**config.mk**
```make
export PLATFORM = sky130hd
export DESIGN_NAME = fir_ctrl
export DESIGN_NICKNAME = d
export VERILOG_FILES = /design/src/rtl/fir_ctrl.sv
export SDC_FILE = /design/constraint.sdc
export NUM_CORES = 1
export LEC_CHECK = 0
export BUFFER_PORTS_ARGS = -buffer_cell sky130_fd_sc_hd__buf_2
export CAP_MARGIN = 10
export CORE_AREA = 4 4 65 49
export DETAILED_ROUTE_END_ITERATION = 7
export DIE_AREA = 0 0 69 53
export HOLD_SLACK_MARGIN = 0.12
export PLACE_DENSITY = 0.81
export SETUP_SLACK_MARGIN = 0.02
export SYNTH_ARGS = -nofsm -noshare
export SYNTH_HDL_FRONTEND = slang
export SYNTH_SLANG_ARGS = --single-unit
```
**constraint.sdc**
```tcl
create_clock -name clk -period 1.6 [get_ports clk]
set_clock_uncertainty 0.05 [all_clocks]
set_input_delay 0.32 -clock clk [delete_from_list [all_inputs] [get_ports clk]]
set_output_delay 0.32 -clock clk [all_outputs]
set_load 0.01 [all_outputs]
```
**src/rtl/fir_ctrl.sv**
```systemverilog
// Handshake controller for a 3-tap FIR datapath: accepts samples, strobes the
// delay and output registers, holds results until consumed, flags warm-up outputs.
module fir_ctrl #(
  parameter int unsigned CNT_WIDTH = 16,
  parameter int unsigned WARMUP    = 2
) (
  input  logic                 clk,
  input  logic                 rst,
  input  logic                 clear,
  input  logic                 in_valid,
  output logic                 in_ready,
  output logic                 ld_reg,
  output logic                 ld_out,
  output logic                 dp_rst,
  output logic                 out_valid,
  input  logic                 out_ready,
  output logic                 out_warm,
  output logic [CNT_WIDTH-1:0] sample_cnt
);

  localparam int unsigned WW = $clog2(WARMUP + 2);
  localparam logic [WW-1:0] WARM_MAX = WW'(WARMUP);

  typedef enum logic [1:0] {
    IDLE = 2'd0,
    CAPT = 2'd1,
    HOLD = 2'd2
  } state_e;

  state_e               state_q, state_d;
  logic [CNT_WIDTH-1:0] cnt_q, cnt_d;
  logic [WW-1:0]        widx_q, widx_d;
  logic                 warm_q, warm_d;
  logic                 dp_rst_q;
  logic                 abort_c;

  assign abort_c = rst | clear;

  // State register; rst and clear both restart the controller.
  always_ff @(posedge clk) begin
    if (abort_c) begin
      state_q <= IDLE;
    end else begin
      state_q <= state_d;
    end
  end

  // Next-state logic.
  always_comb begin
    state_d = state_q;
    case (state_q)
      IDLE: if (ld_reg) state_d = CAPT;
      CAPT: state_d = HOLD;
      HOLD: begin
        if (out_valid && out_ready) begin
          state_d = ld_reg ? CAPT : IDLE;
        end
      end
      default: state_d = IDLE;
    endcase
  end

  // Output decode; in HOLD a new sample is only taken when the held result leaves.
  always_comb begin
    in_ready  = 1'b0;
    ld_out    = 1'b0;
    out_valid = 1'b0;
    case (state_q)
      IDLE: in_ready  = ~abort_c;
      CAPT: ld_out    = ~abort_c;
      HOLD: begin
        in_ready  = out_ready & ~abort_c;
        out_valid = 1'b1;
      end
      default: ;
    endcase
    ld_reg   = in_valid & in_ready;
    out_warm = out_valid & warm_q;
  end

  // Sample counter and warm-up index; the index saturates separately from the
  // counter so a narrow counter cannot disturb warm-up flagging.
  always_comb begin
    cnt_d  = cnt_q;
    widx_d = widx_q;
    warm_d = warm_q;
    if (ld_reg) begin
      if (cnt_q != {CNT_WIDTH{1'b1}}) cnt_d = cnt_q + CNT_WIDTH'(1);
      if (widx_q != WARM_MAX) widx_d = widx_q + WW'(1);
      warm_d = (widx_q < WARM_MAX);
    end
  end

  always_ff @(posedge clk) begin
    if (abort_c) begin
      cnt_q  <= '0;
      widx_q <= '0;
      warm_q <= 1'b0;
    end else begin
      cnt_q  <= cnt_d;
      widx_q <= widx_d;
      warm_q <= warm_d;
    end
  end

  always_ff @(posedge clk) begin
    dp_rst_q <= abort_c;
  end

  assign dp_rst     = dp_rst_q;
  assign sample_cnt = cnt_q;

endmodule

```
==> metrics.csv, run 1 <==
metric,value,unit
busiest_layer,met2,
synth_top_area_share,37.7,%
place.gp.congestion,0.892,
yosysWarnings,0,
synth_common_cells,"22 x dfxtp_1, 15 x nand2_1, 7 x nor2_1",
syn_nets,135,
drtIter0Drc,71,
synth_top_area_cell,dfxtp_1,
drv_cap,0,
fin_crit_sh,101,%
slew-limit-headroom,76.6,%
ys_seq_elements,22,
coreArea,2640,um^2
rows,16,
grt_pass1_vias,1080,
antennaDiodeCount,0,
grt_pass1_wl,4890,um
ys_seq_area_share,37.7,%
cts_hold_buf,0,
numCtsBuffers,3,
wirelength,3340,um
drcViolationCount,0,
crit_start,state_q[1],
fillerInstances,225,
fin_util,64.9,%
r2r_slack,50,ps
drtPass1Iterations,4,
hold_violations,0,
drive_gt1_share,45.4,%
met2_usage,29.6,%
use_met3,6.64,%
critical_path_class,reg2out,
root_buffer,clkbuf_8,
hold_ws,413,ps
hpwlAfterDp,2310,um
cts_sinks,22,
synthesis.area,1170,um^2
synth-edff-count,0,
grt_max_degree,14,
ant_nets,0,
die_h,53,um
fmax,621,MHz
tightest_slew,350,ps
status,"finished, violations left",
numPortBuffers,26,
power.density,684,nW/um^2
vdd_ir_drop_max,0.703,mV
crit_end,ld_out,
required,1230,ps
ioPinCount,27,
cts_tree,yes,
p_leak,0.777,nW
setup_violations,1,
min_path_type,reg2reg,
place_ws,-92.6,ps
reg2reg_depth,4,
grt.total_usage,16.8,%
yosysMostFrequentCell,dfxtp_1,
met1_usage,18.8,%
min_period,1610,ps
r2r_start,sample_cnt[6],
start_util,44.2,%
grt_overflow,0,
synth.distinct_cells,41,
r2r_end,sample_cnt[4],
ctsHtreeMaxLevel,1,
avgSynthCellArea,9.12,um^2
wl_per_cell,15.1,um
critPathMaxFanout,3,
layout_setup_ws,-9.19,ps
arrival,1240,ps
clockBufferDepth,2,
violations,negative setup slack,
synth_ff_type,dfxtp_1,
ys_async_sr_fraction,0,%
antenna_found_initial,0,
insertion_delay,270,ps
path_clk_slew,90,ps
worst_setup_path_end_kind,output pin,
die_area,3660,um^2
routed-via-count,1241,
synth.area.top_cells,"dfxtp_1 38%, nand2_1 4.8%, mux2i_1 4.3%",
rsz0062_at_grt,yes,
vias_per_cell,5.62,
cp-start-kind,flop,
dieWidth,69,um
area_delta_synth_final,46.9,%
final_nets,193,
report.final.slew_viol_count,0,
synthCells,128,
critical path: stages (launching register included):
cell	delay [ps]
dfxtp_2	330
buf_4	130
or2b_1	240
nor2_1	120
buf_2	150
state kept, by name, summed over array words and instances (netlist names):
register    flops
widx_q          2
dp_rst          1
warm_q          1
state_q         2
sample_cnt     16
cell usage in the layout (no fill, tap or decap), types with 5 or more instances in the layout:
cell,netlist,routed
a21oi_1,6,6
buf_2,0,25
buf_4,0,28
dfxtp_1,22,13
dfxtp_2,0,8
mux2i_1,5,5
nand2_1,15,15
nand4_1,5,5
nor2_1,7,7
or3_1,5,5
logic make-up (layout without fill, tap and decap cells):
family / after synthesis / count (layout) / share of synthesized area [%]
AO/OA/AOI/OAI: 29 / 29 / 17.8
adder cells (fa/ha/maj): 2 / 2 / 2.14
AND/OR/NAND/NOR: 62 / 62 / 35.5
buffers and inverters: 8 / 65 / 2.57
multiplexers: 5 / 5 / 4.29
flip-flops: 22 / 22 / 37.7
report_power, final:
| group | internal (mW) | switching [mW] | total (mW) | leakage [nW] |
|---|---|---|---|---|
| clock network | 0.335 | 0.189 | 0.524 | 0.0357 |
| registers | 0.552 | 0.00438 | 0.556 | 0.183 |
| logic | 0.0431 | 0.0505 | 0.0936 | 0.559 |
| total | 0.930 | 0.244 | 1.17 | 0.777 |
how the worst min path moves through the flow:
stage	from	to	cells after the start
after floorplan	widx_q[1]	warm_q	1
after global placement	widx_q[1]	warm_q	1
after detailed placement	widx_q[1]	warm_q	1
after CTS	rst	dp_rst	3
after global routing	rst	sample_cnt[9]	3
final	sample_cnt[5]	sample_cnt[5]	1
per-stage QoR:
step,power [mW],instances,TNS [ps],cell area (um^2)
finish,1.17,221,-9.19,1720
global route,1.22,221,-135,1720
CTS,1.17,215,-11.3,1620
detailed placement,0.645,205,-407,1470
global placement,0.642,205,-5.27,1470
floorplan,0.606,128,0,1170
metal layers:
metal | wire (um) | up-vias
li1 | - | 614
met1 | 1380 | 578
met2 | 1680 | 43
met3 | 236 | 6
met4 | 40 | 0
met5 | 0 | -
final cells by class:
cell class                 count  area, um^2  area share, %
sequential                    22         454           26.5
tap                           36        45.0           2.63
inverter                       5        18.8           1.09
timing repair buffer          56         369           21.5
clock inverter                 1        30.0           1.75
multi-input combinational     98         757           44.1
clock buffer                   3        41.3           2.41
what timing repair did:
action	4_1_cts	5_1_grt
pin swaps	6	9
buffers inserted	6	6
setup endpoints to repair	13	19
gates resized for setup	8	16
No activity file was read; power rests on OpenSTA's default activity.
==> run 2, diff against run 1 <==
Settings changed: CORE_AREA 4 4 65 49 to 4 4 75 56, DIE_AREA 0 0 69 53 to 0 0 79 60, PLACE_DENSITY 0.81 to 0.65.
==> metrics.csv, run 2 (synthesis results as in run 1) <==
metric,value,unit,change
drtIter0Drc,26,,-63%
wl_per_cell,14.2,um,-6.2%
critPathMaxStageDelay,340,ps,about the same
vias_per_cell,5.24,,-6.6%
ioPinCount,27,,unchanged
fmax,639,MHz,+2.9%
arrival,1190,ps,-50 ps
drcViolationCount,0,,unchanged
vdd_ir_drop_max,0.292,mV,-58%
worst_path_max_delay_cell,dfxtp_2,,
place.gp.congestion,0.822,,-7.8%
dieWidth,79,um,+14%
area_delta_synth_final,44.9,%,
die_h,60,um,+13%
required,1230,ps,about the same
start_util,33.7,%,-11 points
routed-via-count,1211,,-2.4%
numPortBuffers,26,,unchanged
layout_common_cells,"25 x buf_2, 24 x buf_4, 15 x nand2_1, 11 x dfxtp_2, 9 x dfxtp_1",,
min_period,1560,ps,-44.8 ps
fin_cells,231,,+4.5%
path_cells,"or2b_4, nand4b_1, inv_1, buf_2",,
grt.total_usage,13.7,%,-3.1 points
grt_overflow,0,,unchanged
grt_pass1_vias,1145,,+6.0%
largest_register_ffs,16,,unchanged
rows,18,,+2
critPathTopFamily,simple AND/OR/NAND/NOR gates,,
p_leak,0.750,nW,-3.4%
final_area,1690,um^2,-1.4%
tightest_slew,377,ps,+27.7 ps
insertion_delay,270,ps,about the same
critPathMaxFanout,4,,+1
worst_setup_path_end_kind,output pin,,
power.density,625,nW/um^2,-8.7%
final_nets,189,,-2.1%
hold_violations,0,,unchanged
layout_setup_ws,35.6,ps,+44.8 ps
fillerInstances,356,,+58%
grt_max_degree,13,,-1
fin_crit_sh,97.8,%,-2.8 points
clockBufferDepth,2,,unchanged
report.final.slew_viol_count,0,,unchanged
place_area,1490,um^2,+1.2%
setup_violations,0,,-1
hpwlAfterDp,2370,um,+3.0%
layout_commonest_cell,buf_2,,
slew-limit-headroom,74.7,%,-1.9 points
drv_cap,0,,unchanged
min_path_type,in2reg,,
grt_pass1_wl,5160,um,+5.6%
hold_ws,382,ps,-30.8 ps
cts_tree,yes,,
rsz0062_at_grt,yes,,
root_buffer,clkbuf_8,,
ant_nets,0,,unchanged
die_area,4740,um^2,+30%
cts_hold_buf,0,,unchanged
cp-start-kind,flop,,
status,"finished, final reports clean",,
numCtsBuffers,3,,unchanged
antennaDiodeCount,0,,unchanged
drive_gt1_share,47.0,%,+1.6 points
coreArea,3470,um^2,+31%
path_clk_slew,80,ps,about the same
finalPower,1.06,mW,-9.9%
drtPass1Iterations,4,,unchanged
critical_path_class,reg2out,,
antenna_found_initial,0,,unchanged
ctsHtreeMaxLevel,1,,unchanged
wirelength,3270,um,-1.9%
cts_sinks,22,,unchanged
dp_cells,219,,+6.8%
crit_buf_inv,2,,unchanged
place_ws,-37.3,ps,+55.3 ps
==> run 2: through the flow <==
step / setup TNS (ps) / util, %
final: 0 / 48.8
after global routing: -83.6 / 48.8
after global placement: 0 / 42.9
after floorplan: 0 / -
after CTS: 0 / 46.6
after detailed placement: -96.8 / 42.9
==> run 2: power by group <==
group | internal, mW | switching (mW) | leakage (nW) | total, mW
Clock | 0.220 | 0.193 | 0.0288 | 0.413
Sequential | 0.551 | 0.00465 | 0.185 | 0.556
Combinational | 0.0398 | 0.0485 | 0.537 | 0.0883
Total | 0.811 | 0.246 | 0.750 | 1.06
==> run 2: routing by layer <==
metal / track usage, % / wire, um / vias up
li1: - / - / 604
met1: 17.5 / 1600 / 579
met2: 23.7 / 1520 / 25
met3: 3.61 / 127 / 3
met4: 2.21 / 23 / 0
met5: 0 / 0 / -
==> run 2: worst reg2reg max path, cell delays in order (launching register included) <==
cell	delay (ps)
dfxtp_4	370
ha_4	160
nand4bb_4	130
nor4_4	380
a31oi_1	140
a41o_1	230
==> run 2: final timing paths <==
kind,start,end,slack [ps],depth (start not counted)
worst max register to register,sample_cnt[0],sample_cnt[14],40,5
worst min register to register,sample_cnt[3],sample_cnt[3],430,1
worst min-delay path,rst,sample_cnt[13],380,3
worst max-delay path,state_q[1],ld_reg,40,4
==> run 2: final cells by class <==
class,instances,area (um^2),share of cell area [%]
sequential,22,462,27.3
inverter,5,18.8,1.11
timing repair buffer,52,339,20.0
multi-input combinational,98,754,44.6
clock buffer,4,55.1,3.25
tap,50,62.6,3.70
==> run 2: repair_timing <==
item,4_1_cts,5_1_grt
gates resized for setup,9,21
pin swaps,6,8
setup buffers,6,2
gates cloned,0,0
endpoints found under the setup margin,8,15
hold endpoints to repair,0,0
